$ cat src/rtl/csr_pkg.sv
// Shared Zicsr definitions: funct3 encodings, sequencer states and
// instruction field positions used by the CSR read-modify-write unit.
package csr_pkg;

    localparam logic [2:0] CSRRW  = 3'b001;
    localparam logic [2:0] CSRRS  = 3'b010;
    localparam logic [2:0] CSRRC  = 3'b011;
    localparam logic [2:0] CSRRWI = 3'b101;
    localparam logic [2:0] CSRRSI = 3'b110;
    localparam logic [2:0] CSRRCI = 3'b111;

    typedef enum logic [1:0] {
        IDLE = 2'd0,
        EXEC = 2'd1,
        RESP = 2'd2
    } csr_rmw_state_t;

    localparam int ADDR_MSB   = 31;
    localparam int ADDR_LSB   = 20;
    localparam int RS1_MSB    = 19;
    localparam int RS1_LSB    = 15;
    localparam int FUNCT3_MSB = 14;
    localparam int FUNCT3_LSB = 12;
    localparam int RD_MSB     = 11;
    localparam int RD_LSB     = 7;

endpackage

$ cat src/rtl/csr_alu.sv
// Combinational Zicsr read-modify-write datapath: new value, write enable
// and illegal-funct3 detection. Shared with the trap/interrupt logic.
module csr_alu
    import csr_pkg::*;
#(
    parameter int XLEN = 32
) (
    input  logic [2:0]      funct3,
    input  logic [XLEN-1:0] old_val,
    input  logic [XLEN-1:0] rs1_val,
    input  logic [4:0]      rs1_idx,
    output logic [XLEN-1:0] new_val,
    output logic            we,
    output logic            illegal
);

    logic [XLEN-1:0] operand;

    always_comb begin
        // Immediate forms reuse the rs1 field as a zero-extended 5-bit zimm.
        operand = funct3[2] ? {{(XLEN-5){1'b0}}, rs1_idx} : rs1_val;
        new_val = '0;
        we      = 1'b0;
        illegal = 1'b0;
        case (funct3)
            CSRRW, CSRRWI: begin
                new_val = operand;
                we      = 1'b1;
            end
            CSRRS, CSRRSI: begin
                new_val = old_val | operand;
                we      = (rs1_idx != 5'd0);
            end
            CSRRC, CSRRCI: begin
                new_val = old_val & ~operand;
                we      = (rs1_idx != 5'd0);
            end
            default: illegal = 1'b1;
        endcase
    end

endmodule

$ cat src/rtl/csr_rmw_unit.sv
// Three-state sequencer in front of the CSR file: accept one instruction,
// issue a single-cycle read-modify-write, then hand back the old value.
module csr_rmw_unit
    import csr_pkg::*;
#(
    parameter int XLEN = 32
) (
    input  logic            clk,
    input  logic            reset,
    input  logic            req_valid,
    output logic            req_ready,
    input  logic [31:0]     req_instr,
    input  logic [XLEN-1:0] req_rs1,
    output logic [31:0]     csr_instr,
    input  logic [XLEN-1:0] csr_rdata,
    output logic [3:0]      csr_ctrl,
    output logic [XLEN-1:0] csr_wdata,
    output logic            resp_valid,
    input  logic            resp_ready,
    output logic [XLEN-1:0] resp_data,
    output logic [4:0]      resp_rd,
    output logic            resp_illegal
);

    csr_rmw_state_t  state_q, state_d;
    logic [31:0]     instr_q, instr_d;
    logic [XLEN-1:0] rs1_q, rs1_d;
    logic            req_ready_q, req_ready_d;
    logic            resp_valid_q, resp_valid_d;
    logic [XLEN-1:0] resp_data_q, resp_data_d;
    logic [4:0]      resp_rd_q, resp_rd_d;
    logic            resp_illegal_q, resp_illegal_d;

    logic [2:0]      funct3;
    logic [XLEN-1:0] alu_new;
    logic            alu_we;
    logic            alu_illegal;
    logic            exec_active;

    assign funct3 = instr_q[FUNCT3_MSB:FUNCT3_LSB];

    csr_alu #(.XLEN(XLEN)) u_alu (
        .funct3  (funct3),
        .old_val (csr_rdata),
        .rs1_val (rs1_q),
        .rs1_idx (instr_q[RS1_MSB:RS1_LSB]),
        .new_val (alu_new),
        .we      (alu_we),
        .illegal (alu_illegal)
    );

    always_comb begin
        state_d        = state_q;
        instr_d        = instr_q;
        rs1_d          = rs1_q;
        req_ready_d    = req_ready_q;
        resp_valid_d   = resp_valid_q;
        resp_data_d    = resp_data_q;
        resp_rd_d      = resp_rd_q;
        resp_illegal_d = resp_illegal_q;
        case (state_q)
            IDLE: begin
                if (req_valid) begin
                    instr_d     = req_instr;
                    rs1_d       = req_rs1;
                    req_ready_d = 1'b0;
                    state_d     = EXEC;
                end
            end
            EXEC: begin
                resp_data_d    = alu_illegal ? '0 : csr_rdata;
                resp_rd_d      = instr_q[RD_MSB:RD_LSB];
                resp_illegal_d = alu_illegal;
                resp_valid_d   = 1'b1;
                state_d        = RESP;
            end
            RESP: begin
                if (resp_valid_q && resp_ready) begin
                    resp_valid_d = 1'b0;
                    req_ready_d  = 1'b1;
                    state_d      = IDLE;
                end
            end
            default: begin
                req_ready_d  = 1'b1;
                resp_valid_d = 1'b0;
                state_d      = IDLE;
            end
        endcase
    end

    always_ff @(posedge clk) begin
        if (reset) begin
            state_q        <= IDLE;
            instr_q        <= '0;
            rs1_q          <= '0;
            req_ready_q    <= 1'b1;
            resp_valid_q   <= 1'b0;
            resp_data_q    <= '0;
            resp_rd_q      <= '0;
            resp_illegal_q <= 1'b0;
        end else begin
            state_q        <= state_d;
            instr_q        <= instr_d;
            rs1_q          <= rs1_d;
            req_ready_q    <= req_ready_d;
            resp_valid_q   <= resp_valid_d;
            resp_data_q    <= resp_data_d;
            resp_rd_q      <= resp_rd_d;
            resp_illegal_q <= resp_illegal_d;
        end
    end

    // Reset arriving mid-EXEC must cancel the write that would land on the same edge.
    assign exec_active  = (state_q == EXEC) && !reset;
    assign csr_ctrl     = exec_active ? {alu_we, funct3} : 4'b0000;
    assign csr_wdata    = exec_active ? alu_new : '0;

    assign csr_instr    = instr_q;
    assign req_ready    = req_ready_q;
    assign resp_valid   = resp_valid_q;
    assign resp_data    = resp_data_q;
    assign resp_rd      = resp_rd_q;
    assign resp_illegal = resp_illegal_q;

endmodule

$ cat config.mk
export PLATFORM = sky130hd
export DESIGN_NAME = csr_rmw_unit
export DESIGN_NICKNAME = d
export VERILOG_FILES = /design/src/rtl/csr_pkg.sv /design/src/rtl/csr_alu.sv /design/src/rtl/csr_rmw_unit.sv
export SDC_FILE = /design/constraint.sdc
export NUM_CORES = 1
export LEC_CHECK = 0
export CAP_MARGIN = 15
export CELL_PAD_IN_SITES_DETAIL_PLACEMENT = 0
export CELL_PAD_IN_SITES_GLOBAL_PLACEMENT = 1
export CORE_AREA = 8 8 137 139
export DETAILED_ROUTE_END_ITERATION = 8
export DIE_AREA = 0 0 145 147
export PLACE_DENSITY_LB_ADDON = 0.15
export SYNTH_ARGS = -nofsm -noshare
export SYNTH_HDL_FRONTEND = slang
export SYNTH_SLANG_ARGS = --single-unit
$ cat constraint.sdc
create_clock -name clk -period 2 [get_ports clk]
set_clock_uncertainty 0.2 [all_clocks]
set_input_delay 0.4 -clock clk [delete_from_list [all_inputs] [get_ports clk]]
set_output_delay 0.4 -clock clk [all_outputs]
set_load 0.01 [all_outputs]
# Word level (Yosys, flattened, before mapping)
# Index checks and enable logic that the tools add are counted.
[op_classes]
eq_ne = 10
n_mux = 15
bitwise = 5
n_reduce_logical = 14
[op_table]
columns = ["cell", "n"]
rows = [
  ["two-way mux 32 bit", 3],
  ["case mux 32 bit (3 select lines)", 1],
  ["bitwise AND 32 bit", 1],
  ["NOT 32 bit", 1],
  ["bitwise OR 32 bit", 1],
  ["== test 3 bit (second input constant)", 3],
  ["== test 3 x 2 -> 1 bit (second input constant)", 2],
  ["case mux 1 bit (3 select lines)", 2],
  ["case mux 2 bit (3 select lines)", 1],
  ["AND reduction 2 bit", 3],
  ["OR reduction 2 bit", 3],
  ["OR reduction 6 bit", 1],
  ["nonzero test 5 bit", 1],
  ["two-way mux 1 bit", 4],
  ["two-way mux 2 bit", 2],
  ["two-way mux 4 bit", 1],
  ["inequality test 2 bit (second input constant)", 2],
  ["OR reduction 4 bit", 1],
  ["== test 3 x 1 -> 1 bit (second input constant)", 1],
  ["AND reduction 3 bit", 1],
  ["== test 2 x 1 -> 1 bit (second input constant)", 1],
  ["== test 2 bit (second input constant)", 1],
  ["logical AND 1 bit", 2],
  ["zero test 2 bit", 1],
  ["3 further kinds", 4],
]
[word_totals]
register_bits = 106
inputBits = 100

# Depth between registers and ports, before layout
[depth]
ltp_word = 5
mapped_depth = 6
depth_no_buf = 4

# Cells and area by module
# Synthesis repeated with hierarchy kept, for this count alone.
[hier_totals]
cells_unflattened = 622
area_unflattened_um2 = 5190.0
[modules_own_cells]
columns = ["module", "n_inst", "cells_each", "area_per_inst_um2"]
rows = [
  ["csr_rmw_unit", 1, 504, 4047.6],
  ["csr_alu", 1, 118, 1142.3],
]

# Worst setup path before layout
# Ideal clock, no wire load.
[synth_path]
kind = "register to output"
from = "reg instr_q[12] (netlist: csr_instr[12])"
to = "out csr_wdata[12]"
arrival_time_ps = 1457
required_time_ps = 1400
slack_ps = -57
stages_incl_launch_ff = 7
n_path_buf = 2
path_cell_list = "dfxtp_1 -> buf_2 -> nor2b_1 -> and2b_1 -> buf_4 -> a22oi_1 -> nor2_1"
[synth_via]
elab_chain_cells = 4
word_cells_on_any_way = 11
classes_between = "eq/ne: 6; mux: 2; reduce/logical: 3"
[synth_rtl]
columns = ["item", "line", "rtl"]
rows = [
  ["from (decl)", "csr_rmw_unit.sv:26", "logic [31:0] instr_q, instr_d;"],
  ["from (signal assigned)", "csr_rmw_unit.sv:104", "instr_q <= instr_d;"],
  ["== test 3 x 2 -> 1 bit, or another cell as far along", "csr_alu.sv:25", "case (funct3)"],
  ["OR reduction 2 bit", "csr_alu.sv:25", ""],
  ["case mux 32 bit (3 select lines) *", "csr_alu.sv:25", ""],
  ["two-way mux 32 bit *", "csr_rmw_unit.sv:117", "assign csr_wdata = exec_active ? alu_new : '0;"],
  ["to (decl)", "csr_rmw_unit.sv:17", "output logic [XLEN-1:0] csr_wdata,"],
]
# Every way passes the cells marked *; elsewhere a longest branch is shown, timed or not.

# Worst setup path after layout
[layout_path]
from = "reg instr_q[12] (netlist: csr_instr[12])"
to = "out csr_wdata[21]"
# Same word-level chain as after synthesis.

==> impl_metrics.csv <==
group,metric,value,unit
status,outcome,"finished, violations left",
status,failed_checks,"setup timing",
placement,hpwl,12500,µm
routing,vias,4931,
clock_network,numCtsBuffers,9,
placement,dpl-instance-area,7250,µm²
synth,synth_fp_nets,739,
min_path,min_from,"resp_data[4]$_SDFFE_PP0P_",
synth,synth_top_area_cell,"dfxtp_1",
routing,drtAntennaViolNets,0,
global_routing,grt_max_degree,55,
min_path,hold_depth,2,
power_and_ir_drop,total_power,5.28,mW
min_path,hp-class,"register to register",
timing,max_freq,448,MHz
die,fp.dieH,147,µm
worst_setup_path,path_class,"register to primary output",
timing,finalSetupViolCount,32,
die,dieArea,21300,µm²
synth,avgSynthCellArea,7.38,µm²
power_and_ir_drop,peakVddDrop,0.487,mV
clock_network,cts_tree,"done",
placement,pre_cts_ws,-553,ps
routing,drt_wl_total,17400,µm
synth,ys_types,27,
worst_setup_path,reg2reg_depth,6,
timing,maxSlewViolCount,0,
synth,synthCells,639,
synth,ys_seq_elements,106,
synth,synth_top_area_frac,0.450,
global_routing,grt_util_all_layers,0.158,
routing,wl_per_cell,16.1,µm
timing,final_hold_viol_count,0,
clock_network,path_clk_slew,70,ps
worst_setup_path,reg2reg_from,"state_q[1]$_SDFFE_PP0P_",
power_and_ir_drop,p_leak,3.10,nW
die,pin_count,208,
routing,vias_per_cell,4.56,
timing,worstMarginPinSlew,599,ps
synth,synth_compound_area_frac,0.184,
flow_run,drv_cap,0,
cells_and_area,design_area,7590,µm²
die,rows,48,
worst_setup_path,worstPathMaxFanout,10,
synth,synth_commonest_cells,"nand2_1 (202), a21oi_1 (110), dfxtp_1 (106)",
global_routing,grt_antenna_before_repair,0,
global_routing,grt_pass1_wl,27200,µm
synth,ys.flop_type,"dfxtp_1",
synth,synth-xor-area-share,0,
cells_and_area,insertedDiodeCount,0,
clock_network,root_buffer,"clkbuf_16",
synth,netlist_area,4710,µm²
synth,synth-simple-area-share,0.243,
clock_network,cts_max_level,3,
placement,io_buffers,207,
synth,synth_top_family_by_area,"simple AND/OR/NAND/NOR gates",
power_and_ir_drop,power.density,696,nW/µm²
synth,synth_edf_count,0,
cells_and_area,postLayoutCoreUtil,0.453,
timing,fin_ws,-231,ps
routing,drc_errors,0,
worst_setup_path,critPathArrivalTime,1630,ps
synth,synth-adder-area-share,0,
die,core,16800,µm²
placement,place_congestion,0.735,
clock_network,insertion_delay,350,ps
timing,rsz0062_at_grt,"yes",
routing,dr.first_iter.drc_count,206,
worst_setup_path,critPathRequiredTime,1400,ps
synth,yosysMostFrequentCell,"nand2_1",
cells_and_area,syn_to_final_growth,61.0,%
die,start_util,0.281,
synth,ys_seq_area_frac,0.450,
clock_network,cts_buffer_depth,2,
timing,period_share,1.12,
timing,layout_min_cycle_time,2230,ps
synth,synth_area_leaders,"dfxtp_1 (45%), nand2_1 (16%), a21oi_1 (12%)",
worst_setup_path,worst_setup_path_end_kind,"primary output",
clock_network,numClockSinks,106,
cells_and_area,fin_nets,951,
worst_setup_path,cp-start-kind,"register",
timing,relSlewSlack,0.600,
synth,synth_mux_area_frac,0.0552,
cells_and_area,drive_gt1_frac,0.151,
synth,async_flop_share,0,
worst_setup_path,critPathLaunch,"csr_instr[12]$_SDFFE_PP0P_",
global_routing,gr-total-overflow,0,
synth,yosysWarnings,0,
routing,drt_pass1_iterations,5,
global_routing,first_global_vias,5099,
die,die_x,145,µm
clock_network,holdBufCountCts,0,
[final cells by class]
class	count	area [µm²]
clock buffers	10	239
clock inverters	6	66.3
fillers	1644	9170
inverters	28	105
multi-input cells	456	2410
flip-flops and latches	106	2130
well taps	225	282
repair buffers	250	2350
[where the power goes]
group | internal [mW] | switching [mW]
clock network | 1.01 | 0.841
logic | 0.586 | 0.524
registers | 2.24 | 0.0867
total | 3.83 | 1.45
[final timing paths]
path | end | slack (ps)
min | resp_data[4]$_SDFFE_PP0P_ | 250
min reg2reg | resp_data[4]$_SDFFE_PP0P_ | 250
max | csr_wdata[21] | -230
max reg2reg | resp_data[14]$_SDFFE_PP0P_ | 220
[worst max-delay path, cell delays in order, from the launching register on]
cell	delay [ps]
dfxtp_2	340
nor2b_4	130
and2b_2	230
clkbuf_16	180
a22oi_1	200
nor2_1	60
buf_2	140
[metal layers]
metal / part of all wire / global-route usage / up-vias
met1: 0.44 / 0.182 / 2271
met4: 0.013 / 0.0505 / 0
met2: 0.47 / 0.266 / 146
li1: - / - / 2501
met5: 0 / 0 / -
met3: 0.081 / 0.0584 / 13
[flip-flops by register name (all words and copies together), names as in the netlist]
register      cells
csr_instr        32
resp_valid        1
resp_illegal      1
rs1_q            32
state_q           2
resp_rd           5
resp_data        32
req_ready         1
[what timing repair did]
action,4_1_cts,5_1_grt
resized for setup,154,37
endpoints found under the setup margin,39,46
setup buffers,1,0
pin swaps,3,3
gates cloned,0,1
[cells in the final DEF, fill, tap and decap left out, types with 3 or more instances in the layout]
master,netlist,layout
nand2_1,202,202
clkdlybuf4s50_1,0,163
a21oi_1,110,109
dfxtp_1,106,100
buf_2,16,36
nor2_1,33,32
buf_4,2,30
inv_1,28,28
mux2i_1,26,20
nand2b_1,24,19
a22oi_1,21,14
clkbuf_16,0,10
a22oi_2,0,7
o211ai_1,6,6
o31a_1,6,6
mux2i_2,0,6
o21bai_1,6,6
dlymetal6s2s_1,0,6
buf_12,0,6
nand2b_4,0,5
nand3_1,5,5
dfxtp_2,0,5
and2_1,3,3
clkinvlp_4,0,3
buf_6,0,3
buf_8,0,3
[cell families after synthesis]
kind of cell	after synthesis
buffers and inverters	77
AND/OR/NAND/NOR	278
flip-flops	106
multiplexers	26
AO/OA/AOI/OAI	152
[metrics by stage]
stage	std cells	hold WS [ps]	TNS [ps]
2_1_floorplan	639	236	0
3_3_place_gp	1063	242	-14410
3_5_place_dp	1063	247	-14710
4_1_cts	1080	257	-6490
5_1_grt	1081	275	-8340
6_report	1081	253	-5560
Note: power is estimated with default switching activity, not from simulation.
